File: config.mk
export PLATFORM = sky130hd
export DESIGN_NAME = mpu_6050_poll_seq_flat
export DESIGN_NICKNAME = d
export VERILOG_FILES = /design/src/rtl/mpu_6050_poll_seq_if.sv /design/src/rtl/mpu_6050_poll_seq.sv /design/src/flat_wrapper.sv
export SDC_FILE = /design/constraint.sdc
export NUM_CORES = 1
export LEC_CHECK = 0
export ABC_CLOCK_PERIOD_IN_PS = 5200
export BUFFER_PORTS_ARGS = -buffer_cell sky130_fd_sc_hd__buf_4
export CAP_MARGIN = 20
export CORE_MARGIN = 2
export CORE_UTILIZATION = 56
export CTS_CLUSTER_DIAMETER = 30
export DETAILED_ROUTE_END_ITERATION = 8
export PLACE_DENSITY = 0.85
export SLEW_MARGIN = 25
export SYNTH_ARGS = -nofsm -noshare
export SYNTH_HDL_FRONTEND = slang
export SYNTH_SLANG_ARGS = --single-unit
File: constraint.sdc
create_clock -name clk -period 5.2 [get_ports clk]
set_input_delay 1.04 -clock clk [delete_from_list [all_inputs] [get_ports clk]]
set_output_delay 1.04 -clock clk [all_outputs]
set_load 0.05 [all_outputs]
File: src/rtl/mpu_6050_poll_seq_if.sv
// Request/response bus between the poll sequencer and the top_mpu_6050 controller.
interface mpu_6050_poll_seq_if;
  logic        en;
  logic [9:0]  instr;
  logic        busy;
  logic        err;
  logic [23:0] rxd;

  modport master (output en, instr, input busy, err, rxd);
  modport slave  (input en, instr, output busy, err, rxd);
endinterface

File: src/rtl/mpu_6050_poll_seq.sv
// Periodic 3-channel read sequencer for top_mpu_6050 with per-channel retry and timeout.
// Optional MPU_POLL_TSTAMP_EN adds a 32-bit cycle timestamp latched with each frame.
module mpu_6050_poll_seq #(
  parameter int          FPGA_CLK    = 50_000_000,
  parameter int          POLL_HZ     = 100,
  parameter logic [9:0]  INSTR_CH0   = 10'h03B,
  parameter logic [9:0]  INSTR_CH1   = 10'h03D,
  parameter logic [9:0]  INSTR_CH2   = 10'h03F,
  parameter int          TIMEOUT_CYC = 100_000,
  parameter int          MAX_RETRY   = 2
) (
  input  logic                clk,
  input  logic                rst,
  input  logic                run,
  mpu_6050_poll_seq_if.master bus,
  output logic [15:0]         ch0,
  output logic [15:0]         ch1,
  output logic [15:0]         ch2,
  output logic                valid,
  output logic                frame_err,
  output logic [7:0]          err_cnt
`ifdef MPU_POLL_TSTAMP_EN
  ,
  output logic [31:0]         tstamp
`endif
);
  localparam int PERIOD = FPGA_CLK / POLL_HZ;
  localparam int TW     = (PERIOD > 2) ? $clog2(PERIOD) : 1;
  localparam int TMW    = $clog2(TIMEOUT_CYC + 1);
  localparam int RW     = $clog2(MAX_RETRY + 2);

  typedef enum logic [2:0] {IDLE, ARM, ISSUE, WAIT_HI, WAIT_LO, DONE, NEXT} state_t;

  state_t              state;
  logic [TW-1:0]       tick_cnt;
  logic                tick;
  logic [1:0]          ch;
  logic [RW-1:0]       retry;
  logic [TMW-1:0]      tmo_cnt;
  logic                tmo_hit;
  logic                tmo_expired;
  logic                xfer_ok;
  logic                publish;
  logic [9:0]          instr_sel;
  logic [1:0][15:0]    shadow;
  logic                unused_rxd_hi;

  assign unused_rxd_hi = ^bus.rxd[23:16];

  // Free-running frame tick; held at zero while polling is disabled.
  assign tick = run && (tick_cnt == TW'(PERIOD - 1));

  always_ff @(posedge clk or posedge rst) begin
    if (rst)       tick_cnt <= '0;
    else if (!run) tick_cnt <= '0;
    else if (tick) tick_cnt <= '0;
    else           tick_cnt <= tick_cnt + 1'b1;
  end

  always_comb begin
    instr_sel = INSTR_CH0;
    case (ch)
      2'd1:    instr_sel = INSTR_CH1;
      2'd2:    instr_sel = INSTR_CH2;
      default: instr_sel = INSTR_CH0;
    endcase
  end

  assign tmo_expired = (tmo_cnt == TMW'(TIMEOUT_CYC - 1));
  assign xfer_ok     = !tmo_hit && !bus.err;
  // The last channel's data goes straight to the outputs so valid lands one cycle after DONE.
  assign publish     = (state == DONE) && xfer_ok && (ch == 2'd2);

  always_ff @(posedge clk or posedge rst) begin
    if (rst) begin
      state     <= IDLE;
      ch        <= '0;
      retry     <= '0;
      tmo_cnt   <= '0;
      tmo_hit   <= 1'b0;
      shadow    <= '0;
      bus.en    <= 1'b0;
      bus.instr <= '0;
      ch0       <= '0;
      ch1       <= '0;
      ch2       <= '0;
      valid     <= 1'b0;
      frame_err <= 1'b0;
      err_cnt   <= '0;
    end else begin
      bus.en <= 1'b0;
      valid  <= 1'b0;
      case (state)
        IDLE: if (tick) begin
          ch    <= '0;
          retry <= '0;
          state <= ARM;
        end
        ARM: if (!bus.busy) begin
          bus.en    <= 1'b1;
          bus.instr <= instr_sel;
          tmo_cnt   <= '0;
          tmo_hit   <= 1'b0;
          state     <= ISSUE;
        end
        ISSUE: begin
          tmo_cnt <= tmo_cnt + 1'b1;
          state   <= WAIT_HI;
        end
        WAIT_HI: begin
          tmo_cnt <= tmo_cnt + 1'b1;
          if (tmo_expired) begin
            tmo_hit <= 1'b1;
            state   <= DONE;
          end else if (bus.busy) state <= WAIT_LO;
        end
        WAIT_LO: begin
          tmo_cnt <= tmo_cnt + 1'b1;
          if (tmo_expired) begin
            tmo_hit <= 1'b1;
            state   <= DONE;
          end else if (!bus.busy) state <= DONE;
        end
        DONE: begin
          if (xfer_ok) begin
            retry <= '0;
            if (ch != 2'd2) shadow[ch[0]] <= bus.rxd[15:0];
            if (publish) begin
              ch0       <= shadow[0];
              ch1       <= shadow[1];
              ch2       <= bus.rxd[15:0];
              valid     <= 1'b1;
              frame_err <= 1'b0;
            end
            state <= NEXT;
          end else begin
            // A timeout coinciding with err still counts as a single failed attempt.
            if (err_cnt != 8'hFF) err_cnt <= err_cnt + 8'd1;
            if (retry < RW'(MAX_RETRY)) begin
              retry <= retry + 1'b1;
              state <= ARM;
            end else begin
              frame_err <= 1'b1;
              state     <= IDLE;
            end
          end
        end
        NEXT: begin
          if (ch == 2'd2) state <= IDLE;
          else begin
            ch    <= ch + 2'd1;
            state <= ARM;
          end
        end
        default: state <= IDLE;
      endcase
    end
  end

`ifdef MPU_POLL_TSTAMP_EN
  logic [31:0] cyc_cnt;

  always_ff @(posedge clk or posedge rst) begin
    if (rst) begin
      cyc_cnt <= '0;
      tstamp  <= '0;
    end else begin
      cyc_cnt <= cyc_cnt + 32'd1;
      if (publish) tstamp <= cyc_cnt;
    end
  end
`endif

endmodule

File: src/flat_wrapper.sv
// flat-port wrapper written by rule: the top's interface ports become plain ports
module mpu_6050_poll_seq_flat 
#(
  parameter int          FPGA_CLK    = 50_000_000,
  parameter int          POLL_HZ     = 100,
  parameter logic [9:0]  INSTR_CH0   = 10'h03B,
  parameter logic [9:0]  INSTR_CH1   = 10'h03D,
  parameter logic [9:0]  INSTR_CH2   = 10'h03F,
  parameter int          TIMEOUT_CYC = 100_000,
  parameter int          MAX_RETRY   = 2
)
  (clk, rst, run, ch0, ch1, ch2, valid, frame_err, err_cnt, bus_en, bus_instr, bus_busy, bus_err, bus_rxd);
  mpu_6050_poll_seq_if bus_i ();
  input  logic clk;
  input  logic rst;
  input  logic run;
  output logic [15:0] ch0;
  output logic [15:0] ch1;
  output logic [15:0] ch2;
  output logic valid;
  output logic frame_err;
  output logic [7:0] err_cnt;
  output wire logic [$bits(bus_i.en)-1:0] bus_en;
  output wire logic [$bits(bus_i.instr)-1:0] bus_instr;
  input wire logic [$bits(bus_i.busy)-1:0] bus_busy;
  input wire logic [$bits(bus_i.err)-1:0] bus_err;
  input wire logic [$bits(bus_i.rxd)-1:0] bus_rxd;
  assign bus_en = bus_i.en;
  assign bus_instr = bus_i.instr;
  assign bus_i.busy = bus_busy;
  assign bus_i.err = bus_err;
  assign bus_i.rxd = bus_rxd;
  mpu_6050_poll_seq #(.FPGA_CLK(FPGA_CLK), .POLL_HZ(POLL_HZ), .INSTR_CH0(INSTR_CH0), .INSTR_CH1(INSTR_CH1), .INSTR_CH2(INSTR_CH2), .TIMEOUT_CYC(TIMEOUT_CYC), .MAX_RETRY(MAX_RETRY)) u_core (.clk(clk), .rst(rst), .run(run), .bus(bus_i), .ch0(ch0), .ch1(ch1), .ch2(ch2), .valid(valid), .frame_err(frame_err), .err_cnt(err_cnt));
endmodule
After elaboration in Yosys (flattened, before gate mapping)
Index checks and enable logic that the tools add are counted.
{"block": "totals", "regBits": 145, "inputBits": 29, "elab_cells": 106}
{"block": "op_classes", "add_sub_neg": 5, "magnitude_cmp": 3, "eq_ne": 21, "muxes": 35, "bitwise": 2, "n_reduce_logical": 24}
{"cell": "$mux 19", "n": 2}
{"cell": "$pmux 17 s2", "n": 1}
{"cell": "$bwmux 32", "n": 1}
{"cell": "$mux 3", "n": 7}
{"cell": "$pmux 3 s7", "n": 1}
{"cell": "$reduce_and 3->1", "n": 7}
{"cell": "$add 19x1->19 const B", "n": 1}
{"cell": "$eq 19x19->1 const B", "n": 1}
{"cell": "$add 17x1->17 const B", "n": 1}
{"cell": "$eq 17x17->1 const B", "n": 1}
{"cell": "$mux 17", "n": 1}
{"cell": "$demux 16 s1", "n": 1}
{"cell": "$mux 16", "n": 1}
{"cell": "$mux 1", "n": 12}
{"cell": "$eq 3x3->1 const B", "n": 3}
{"cell": "$ne 3x2->1 const B", "n": 3}
{"cell": "$add 8x1->8 const B", "n": 1}
{"cell": "$mux 2", "n": 4}
{"cell": "$ne 2x2->1 const B", "n": 4}
{"cell": "$ne 8x8->1 const B", "n": 1}
{"cell": "$pmux 2 s2", "n": 2}
{"cell": "$reduce_bool 2->1", "n": 4}
{"cell": "$eq 3x2->1 const B", "n": 2}
{"cell": "$ne 2x1->1 const B", "n": 3}
{"cell": "other kinds (17)", "n": 25}

Longest topological paths before layout
Gate-level depths: netlist of run 1.
{"block": "depth", "ltp_word": 7, "ltp_mapped": 8, "mapped_depth_nobuf": 6}

Least setup slack after synthesis of run 1
Ideal clock, no wire load.
{"block": "synth_timing", "path_type": "input-to-reg", "start": "in bus_err", "end": "reg u_core.shadow[0] in the netlist's numbering", "t_arrival_ps": 2170, "required_time_ps": 5072, "slack_ps": 2902, "cell_stages": 5, "n_path_buf": 1, "cell_sequence": "nor2_1 > nand3_1 > nor2_4 > buf_4 > mux2_1"}
{"block": "synth_between", "elab_chain_cells": 3}
{"item": "from (decl)", "line_no": "flat_wrapper.sv:26", "source": "input wire logic [$bits(bus_i.err)-1:0] bus_err;"}
{"item": "$logic_not 1->1", "line_no": "mpu_6050_poll_seq.sv:70", "source": "assign xfer_ok = !tmo_hit && !bus.err;"}
{"item": "$logic_and 1x1->1", "line_no": "mpu_6050_poll_seq.sv:70"}
{"item": "$reduce_and 3->1 (no line)"}
{"item": "to (signal, indexed assignment)", "line_no": "mpu_6050_poll_seq.sv:127", "source": "if (ch != 2'd2) shadow[ch[0]] <= bus.rxd[15:0];"}
{"item": "to (decl)", "line_no": "mpu_6050_poll_seq.sv:45", "source": "logic [1:0][15:0] shadow;"}
No other way between the ends.
A chain may end at the register's enable or synchronous reset.

Worst setup path in the final report of run 1
{"block": "layout_timing", "start": "in bus_err", "end": "reg u_core.ch1[12]"}
{"block": "layout_between", "elab_chain_cells": 5}
{"item": "$logic_not 1->1 (*)", "line_no": "mpu_6050_poll_seq.sv:70"}
{"item": "$logic_and 1x1->1 (*)", "line_no": "mpu_6050_poll_seq.sv:70"}
{"item": "$logic_and 1x1->1 (2 in a row)", "line_no": "mpu_6050_poll_seq.sv:72", "source": "assign publish = (state == DONE) && xfer_ok && (ch == 2'd2);"}
{"item": "$reduce_and 3->1 (no line) (*)"}
{"item": "to (signal assigned)", "line_no": "mpu_6050_poll_seq.sv:130", "source": "ch1 <= shadow[1];"}
{"item": "to (decl)", "line_no": "mpu_6050_poll_seq.sv:17", "source": "output logic [15:0] ch1,"}
Mark *: on every way between the ends. The rest lies on a longest branch, timed or not.

==> impl_metrics.csv, run 1 <==
group,metric,value,unit
logic_synthesis,synth-async-reset-ratio,100,%
logic_synthesis,synth_area_leaders,"dfrtp_1, nand2_1, mux2_1",
cts,holdBufCountCts,0,
drt,vias,4472,
critical_path,worst-setup-path-type,"in2reg",
drt,wl_met3,742,µm
global_route,grt_max_degree,78,
floorplanning,core.rowCount,37,
cts,clock-sinks,138,
timing,fin_ws,2650,ps
layout,antennaDiodeCount,0,
critical_path,r2r-end,"u_core.ch1[12]",
power_and_ir_drop,power.density,443,nW/µm²
logic_synthesis,ys.flop_type,"dfrtp_1",
power_and_ir_drop,p_leak,3.81,nW
timing,min_period,2550,ps
drt,dr.pass1.iters,5,
outcome,status,"finished clean",
cts,clk_pin_slew,60,ps
timing,whs,463,ps
layout,synthToLayoutAreaGrowth,21.5,%
timing,finalSetupTns,0,ps
run,cap_violations,0,
power_and_ir_drop,p_int,2.19,mW
layout,drive_gt1_share,19.0,%
timing,hold_viol,0,
cts,cts-buffers-inserted,17,
critical_path,worst-endpoint-required,5640,ps
critical_path,worstPathMaxFanout,50,
logic_synthesis,yosysUniqueCellTypes,48,
floorplanning,die_height,107,µm
drt,drt-total-wl,12900,µm
logic_synthesis,synth_seq_area_share,57.7,%
cts,cts_resized,0,
layout,nFillCells,720,
timing,worst_pin_slew,923,ps
drt,drcViolationCount,0,
critical_path,rrSetupSlack,2780,ps
logic_synthesis,syn-cell-area,5990,µm²
placement,dpl_worst_slack,2260,ps
drt,vias_per_cell,5.53,
global_route,grt_antenna_before_repair,0,
layout,multiInputGateArea,2360,µm²
placement,dpl.hpwl,7970,µm
cts,cts_buffer_depth,2,
drt,wl_per_cell,15.9,µm
critical_path,reg2regPathDepth,6,
timing,clock-skew-final,6.06,ps
drt,top_layer_used,"met4",
timing,relSlewSlack,38.5,%
cts,cts_setup_buffers,0,
layout,nets,694,
global_route,grt_pass1_vias,4515,
timing,period_share,49.1,%
drt,final_antenna_net_count,0,
worst_hold_path,whs_endpoint,"u_core.ch0[9]",
floorplanning,io-pin-count,98,
logic_synthesis,synth-seq-cells,138,
placement,io_buffers,85,
placement,postPlaceCellArea,6690,µm²
cts,root_buffer,"clkbuf_8",
logic_synthesis,synth_edf_count,0,
power_and_ir_drop,p_sw,1.03,mW
logic_synthesis,ys_warn_count,0,
layout,postLayoutCellArea,7280,µm²
worst_hold_path,worstHoldPathType,"reg2reg",
cts,cts_tree,"built",
floorplanning,core,10400,µm²
critical_path,cp.arrival,3000,ps
timing,rsz0062_at_grt,"no",
floorplanning,dieWidth,107,µm
power_and_ir_drop,vdd_drop_max,0.000231,V
power_and_ir_drop,finalPower,3.22,mW
power_and_ir_drop,p_seq_share,43.1,%
floorplanning,start_util,57.7,%
timing,drv_slew,0,
layout,seq_area,3450,µm²
worst_hold_path,hold-path-cell-count,2,
logic_synthesis,netlist.top_cell.by_area,"dfrtp_1",
global_route,overflow,0,
critical_path,r2r-start,"u_core.state[1]",
drt,wl_met1,5370,µm
cts,cts_max_level,4,
floorplanning,die_area,11500,µm²
global_route,grtUsageTotal,23.7,%
logic_synthesis,synth_top_area_share,57.7,%
timing,setup_viol,0,
critical_path,start_kind,"input port",
power_and_ir_drop,combPwrFrac,19.7,%
worst_hold_path,hold_start,"u_core.shadow[9]",
cts,clk_latency,510,ps
critical_path,end_kind,"register",
timing,max_freq,0.392,GHz
logic_synthesis,synth_cells,577,
drt,drtIter0Drc,437,
logic_synthesis,avgSynthCellArea,10.4,µm²
global_route,grt_pass1_wl,21400,µm
placement,gp_congestion,0.865,
drt,met2_length,6520,µm
power_and_ir_drop,clkPwrFrac,37.2,%
power_and_ir_drop,p_sw_share,31.9,%
## per-stage QoR
step                      std cells  util, %
after floorplan                 580        -
after global placement          777     64.5
after detailed placement        777     64.5
after CTS                       808     70.2
after global routing            808     70.2
final                           808     70.2
## power by group through the flow
stage | clock network (mW) | registers, mW | logic (mW)
detailed placement | 0 | 1.39 | 0.623
floorplan | 0 | 1.48 | 0.354
global route | 1.26 | 1.41 | 0.688
finish | 1.20 | 1.39 | 0.635
global placement | 0 | 1.38 | 0.597
CTS | 1.21 | 1.38 | 0.637
## sequential cells by signal (all words and copies together) (netlist names)
register / flops
u_core.ch2: 16
u_core.bus.instr: 3
u_core.state: 3
u_core.tmo_cnt: 17
u_core.ch0: 16
u_core.bus.en: 1
u_core.ch: 2
u_core.tmo_hit: 1
u_core.tick_cnt: 19
u_core.ch1: 16
u_core.retry: 2
u_core.shadow: 32
u_core.valid: 1
u_core.frame_err: 1
u_core.err_cnt: 8
## critical path: stages
cell and delay (ps):
buf_4 130, nor2_1 400, nand3_2 120, buf_4 300
inv_2 660, nand2_1 170, nand2_1 130
## how the worst max path moves through the flow
stage | startpoint | endpoint
final | bus_err | u_core.ch1[12]
after global routing | bus_err | u_core.ch1[12]
after CTS | bus_err | u_core.ch1[12]
after detailed placement | bus_err | u_core.ch0[10]
after global placement | bus_err | u_core.ch0[2]
after floorplan | rst | u_core.bus.en
## Yosys cell counts (all sizes together), types with 2 or more instances
cell type / n
and2: 4
o21ai: 14
nor2b: 5
nand4: 7
nor4bb: 2
ha: 5
buf: 16
clkbuf: 11
nor3: 4
a21oi: 10
a21o: 2
nand4b: 2
nand3: 18
and4: 9
nand2b: 3
xor2: 26
a31oi: 2
nand3b: 2
inv: 11
and3: 8
o2111ai: 4
xnor2: 12
mux2: 33
nor2: 47
nand2: 158
or2: 4
o211ai: 6
nor3b: 3
dfrtp: 138
nor4b: 3
## final cells by class
| type | instances | area share, % |
|---|---|---|
| Sequential cell | 138 | 47.4 |
| Inverter | 11 | 0.602 |
| Multi-Input combinational cell | 404 | 32.4 |
| Clock buffer | 20 | 6.12 |
| Timing Repair Buffer | 88 | 9.08 |
| Clock inverter | 11 | 1.99 |
| Tap cell | 136 | 2.34 |
## routing by layer
metal	GRT usage [%]	up-vias
met3	5.81	32
met2	39.7	156
met4	7.23	0
met1	30.7	2214
met5	0	-
li1	-	2070
## logic make-up (layout without fill, tap and decap cells)
| group | Yosys count | in the layout | synth area share [%] |
|---|---|---|---|
| simple gates | 283 | 283 | 22.0 |
| flops | 138 | 138 | 57.7 |
| compound gates | 41 | 41 | 4.30 |
| xor+xnor | 38 | 38 | 5.56 |
| buf+inv | 38 | 130 | 3.20 |
| mux | 33 | 33 | 6.21 |
| fa+ha+maj | 5 | 5 | 1.04 |
| other cells | 1 | 4 | 0.0626 |
## placed cells by master, fill, tap and decap left out, drive strengths merged, types with 4 or more instances in the layout
cell type,n
xor2,26
clkinv,4
dfrtp,138
and2,4
and4,9
ha,5
xnor2,12
o211ai,6
mux2,33
and3,8
clkbuf,20
or2,4
nor3,4
nand2,158
buf,88
nor2,47
inv,12
nand4,7
conb,4
nand3,18
o21ai,14
a21oi,10
o2111ai,4
nor2b,5
No activity file was read; power rests on OpenSTA's default activity.
==> run 2, diff against run 1 <==
--- a/config.mk
+++ b/config.mk
@@ -5,7 +5,7 @@
 export SDC_FILE = /design/constraint.sdc
 export NUM_CORES = 1
 export LEC_CHECK = 0
-export ABC_CLOCK_PERIOD_IN_PS = 5200
+export ABC_CLOCK_PERIOD_IN_PS = 2450
 export BUFFER_PORTS_ARGS = -buffer_cell sky130_fd_sc_hd__buf_4
 export CAP_MARGIN = 20
 export CORE_MARGIN = 2
==> constraint.sdc (replaced) <==
create_clock -name clk -period 2.45 [get_ports clk]
set_input_delay 0.49 -clock clk [delete_from_list [all_inputs] [get_ports clk]]
set_output_delay 0.49 -clock clk [all_outputs]
set_load 0.05 [all_outputs]
==> impl_metrics.csv, run 2 (synthesis gave the netlist of run 1 again) <==
group,metric,value,unit
power_and_ir_drop,p_leak,3.83,nW
drt,drt-total-wl,12600,µm
timing,finalSetupTns,0,ps
floorplanning,core,10400,µm²
layout,largest_register_ffs,32,
drt,drcViolationCount,0,
critical_path,worst-setup-path-type,"reg2reg",
floorplanning,io-pin-count,98,
critical_path,reg2regPathDepth,6,
timing,clock-skew-final,5.49,ps
placement,io_buffers,85,
critical_path,end_kind,"register",
drt,vias,4462,
run,cap_violations,0,
layout,top_register,"u_core.shadow",
global_route,grtUsageTotal,23.6,%
cts,cts-buffers-inserted,17,
critical_path,cpPeakStageDelay,490,ps
layout,synthToLayoutAreaGrowth,22.1,%
drt,final_antenna_net_count,0,
timing,rsz0062_at_grt,"no",
cts,holdBufCountCts,0,
layout,drive_gt1_share,19.6,%
critical_path,setup.worst_path.start,"u_core.ch[0]",
layout,layout_common_cells,"nand2_1, dfrtp_1, buf_4",
timing,setup_viol,0,
placement,dpl.hpwl,7860,µm
floorplanning,dieWidth,107,µm
critical_path,cp.arrival,2630,ps
critical_path,cp_slowest_cell,"dfrtp_1",
outcome,status,"finished clean",
floorplanning,die_height,107,µm
timing,fin_ws,203,ps
floorplanning,start_util,57.7,%
timing,worst_pin_slew,704,ps
layout,nets,698,
timing,whs,182,ps
global_route,overflow,0,
cts,clk_pin_slew,60,ps
cts,cts_resized,0,
global_route,grt_antenna_before_repair,0,
drt,dr.pass1.iters,4,
critical_path,worstPathMaxFanout,16,
drt,drtIter0Drc,500,
timing,hold_viol,0,
timing,max_freq,0.445,GHz
critical_path,crit_chain,"inv_1, ha_1, nor2b_1, nand3_1, nor2_4, mux2_1",
global_route,grt_max_degree,139,
placement,dpl_worst_slack,283,ps
power_and_ir_drop,power.density,918,nW/µm²
layout,mostFrequentLayoutCell,"nand2_1",
layout,top_regs,"u_core.shadow x32, u_core.tick_cnt x19, u_core.tmo_cnt x17",
drt,vias_per_cell,5.49,
cts,root_buffer,"clkbuf_8",
worst_hold_path,worstHoldPathType,"in2async",
cts,cts_buffer_depth,2,
power_and_ir_drop,vdd_drop_max,0.000641,V
cts,cts_max_level,4,
drt,wl_per_cell,15.5,µm
cts,cts_setup_buffers,0,
timing,min_period,2250,ps
layout,postLayoutCellArea,7310,µm²
timing,period_share,91.7,%
floorplanning,die_area,11500,µm²
global_route,grt_pass1_wl,21200,µm
critical_path,r2r-start,"u_core.ch[0]",
critical_path,start_kind,"register",
critical_path,rrSetupSlack,200,ps
critical_path,worst-endpoint-required,2830,ps
layout,antennaDiodeCount,0,
timing,relSlewSlack,53.1,%
placement,postPlaceCellArea,6740,µm²
floorplanning,core.rowCount,37,
cts,clk_latency,510,ps
critical_path,r2r-end,"u_core.shadow[4]",
cts,cts_tree,"built",
placement,gp_congestion,0.832,
timing,drv_slew,0,
global_route,grt_pass1_vias,4546,
cts,clock-sinks,138,
## run 2: cell count changes in the layout (fill, tap and decap cells not counted)
cell	previous run	this run
buf_12	0	2
buf_4	88	90
bufinv_16	3	2
clkinv_2	3	6
inv_4	1	0
## run 2: area by class of cell
cell class | instances | area, µm²
repair buffers | 92 | 716
clock inverters | 12 | 123
clock buffers | 20 | 445
inverters | 11 | 45.0
well taps | 136 | 170
multi-input cells | 404 | 2360
flip-flops and latches | 138 | 3450
fillers | 713 | 3060
## run 2: worst max path at each step
stage	to	slack [ps]	cells past startpoint
5_1_grt	u_core.shadow[4]	50	6
3_3_place_gp	u_core.shadow[1]	380	6
4_1_cts	u_core.shadow[4]	180	6
6_report	u_core.shadow[4]	200	6
3_5_place_dp	u_core.shadow[0]	280	6
2_1_floorplan	u_core.bus.en	240	1
## run 2: per-stage QoR
step	utilization, %	power (mW)	std cells
after global routing	70.5	7.03	813
final	70.5	6.71	813
after floorplan	-	3.90	580
after global placement	65.0	4.22	781
after detailed placement	65.0	4.29	781
after CTS	70.5	6.75	813
## run 2: critical path, delay by kind of cell (launching register included)
family	cells	cell delay [ps]
adders and majority gates	1	270
buffers and inverters	1	80
DFF	1	490
muxes	1	400
and+or+nand+nor	3	880
## run 2: per-layer routing
metal	GRT usage [%]	share of wire [%]	vias to the layer above
met5	0	0	-
met4	8.42	1.3	0
met3	6.66	5.1	19
met2	38.7	51	130
met1	30.1	42	2229
li1	-	-	2084
## run 2: report_power, final
group          switching [mW]  leakage, nW  total [mW]  internal (mW)
sequential              0.350         1.88        2.94           2.59
combinational           0.855         1.67        1.34          0.486
clock                   0.941        0.281        2.43           1.49
total                    2.15         3.83        6.71           4.57
==> run 3, diff against run 2 <==
--- a/config.mk
+++ b/config.mk
@@ -8,11 +8,14 @@
 export ABC_CLOCK_PERIOD_IN_PS = 2450
 export BUFFER_PORTS_ARGS = -buffer_cell sky130_fd_sc_hd__buf_4
 export CAP_MARGIN = 20
+export CELL_PAD_IN_SITES_DETAIL_PLACEMENT = 0
+export CELL_PAD_IN_SITES_GLOBAL_PLACEMENT = 2
+export CORE_ASPECT_RATIO = 1.1
 export CORE_MARGIN = 2
-export CORE_UTILIZATION = 56
+export CORE_UTILIZATION = 36
 export CTS_CLUSTER_DIAMETER = 30
 export DETAILED_ROUTE_END_ITERATION = 8
-export PLACE_DENSITY = 0.85
+export PLACE_DENSITY = 0.86
 export SLEW_MARGIN = 25
 export SYNTH_ARGS = -nofsm -noshare
 export SYNTH_HDL_FRONTEND = slang
==> impl_metrics.csv, run 3 (synthesis gave the netlist of run 1 again) <==
group,metric,value,unit
outcome,status,"finished clean",
global_route,grtUsageTotal,14.7,%
timing,whs,235,ps
global_route,grt_antenna_before_repair,0,
floorplanning,io-pin-count,98,
timing,finalSetupTns,0,ps
cts,cts_resized,0,
floorplanning,core.rowCount,49,
drt,vias_per_cell,4.89,
layout,layout_common_cells,"nand2_1, dfrtp_1, buf_4",
floorplanning,core,16300,µm²
cts,clk_pin_slew,60,ps
layout,top_register,"u_core.shadow",
layout,top_regs,"u_core.shadow x32, u_core.tick_cnt x19, u_core.tmo_cnt x17",
drt,dr.pass1.iters,4,
cts,cts_setup_buffers,0,
cts,cts_max_level,4,
run,cap_violations,0,
worst_hold_path,worstHoldPathType,"in2async",
floorplanning,die_area,17700,µm²
floorplanning,dieWidth,127,µm
layout,antennaDiodeCount,0,
global_route,grt_max_degree,139,
layout,drive_gt1_share,19.7,%
timing,max_freq,0.488,GHz
timing,clock-skew-final,9.44,ps
timing,relSlewSlack,48.5,%
timing,worst_pin_slew,772,ps
power_and_ir_drop,vdd_drop_max,0.000528,V
drt,drcViolationCount,0,
power_and_ir_drop,power.density,921,nW/µm²
timing,rsz0062_at_grt,"no",
critical_path,worstPathMaxFanout,16,
cts,root_buffer,"clkbuf_16",
drt,final_antenna_net_count,0,
critical_path,worst-setup-path-type,"reg2reg",
drt,wl_per_cell,14.2,µm
global_route,grt_pass1_vias,4199,
drt,vias,4302,
timing,setup_viol,0,
critical_path,start_kind,"register",
placement,gp_congestion,0.779,
timing,drv_slew,0,
cts,cts_buffer_depth,2,
timing,period_share,83.6,%
layout,utilization,45.6,%
critical_path,crit_buf_inv,2,
critical_path,cp.arrival,2350,ps
layout,final_cells,880,
floorplanning,start_util,36.7,%
cts,clk_latency,420,ps
critical_path,cpLargestDelayFamily,"flip-flops",
placement,dp_cells,849,
layout,mostFrequentLayoutCell,"nand2_1",
critical_path,end_kind,"register",
layout,largest_register_ffs,32,
cts,cts-buffers-inserted,17,
global_route,overflow,0,
critical_path,crit_chain,"inv_1, ha_1, nor2b_1, nand3_1, nor2_4, buf_4, mux2_1",
layout,nets,698,
placement,dpl.hpwl,8130,µm
critical_path,cpPeakStageDelay,490,ps
cts,holdBufCountCts,0,
drt,drtIter0Drc,243,
floorplanning,die_height,139,µm
cts,cts_tree,"built",
timing,min_period,2050,ps
critical_path,cp_slowest_cell,"dfrtp_1",
timing,hold_viol,0,
cts,clock-sinks,138,
drt,drt-total-wl,12500,µm
placement,io_buffers,85,
layout,synthToLayoutAreaGrowth,24.1,%
power_and_ir_drop,p_leak,3.84,nW
critical_path,worst-endpoint-required,2750,ps
global_route,grt_pass1_wl,20900,µm
==> run 3: cell types whose count changed in the layout (fill, tap and decap cells not counted), sizes merged <==
cell,delta
clkinv,-2
inv,-1
clkinvlp,+2
clkbuf,-1
bufinv,+1
==> run 3: final timing paths <==
kind | start | end | slack [ps] | cells past startpoint
worst max register to register | u_core.ch[0] | u_core.shadow[6] | 400 | 7
max in group asynchronous | rst | u_core.tick_cnt[11] | 1600 | 3
worst min-delay path | rst | u_core.ch2[11] | 240 | 3
worst min register to register | u_core.shadow[7] | u_core.ch0[7] | 460 | 2
worst max-delay path | u_core.ch[0] | u_core.shadow[6] | 400 | 7
min in group clk | bus_rxd[5] | u_core.ch2[5] | 280 | 3
==> run 3: cell type report <==
type / count / area [µm²]
clock inverters: 12 / 149
well taps: 204 / 255
multi-input cells: 404 / 2360
inverters: 11 / 45.0
clock buffers: 19 / 453
flip-flops and latches: 138 / 3450
fillers: 1507 / 8880
repair buffers: 92 / 716
==> run 3: routing by layer <==
layer	global-route usage (%)	up-vias	wire, µm
met1	19.4	2118	5850
li1	-	2082	-
met4	5.03	0	184
met5	0	-	0
met3	4.34	16	608
met2	23.1	86	5820
==> run 3: tightest hold or removal path, stage by stage <==
cell	delay, ps
buf_4	120
clkinvlp_4	70
buf_12	480
==> run 3: stage by stage <==
stage                     worst slack [ps]  total power, mW  area, µm²
after floorplan                        239             3.90       6000
after global placement                 423             4.26       6830
after detailed placement               382             4.30       6830
after CTS                              377             6.92       7430
after global routing                   222             7.19       7430
final                                  401             6.85       7430
==> run 3: where the power goes <==
part	switching, mW	internal (mW)	total [mW]
Sequential	0.331	2.59	2.92
Combinational	0.839	0.485	1.32
Clock	0.962	1.64	2.60
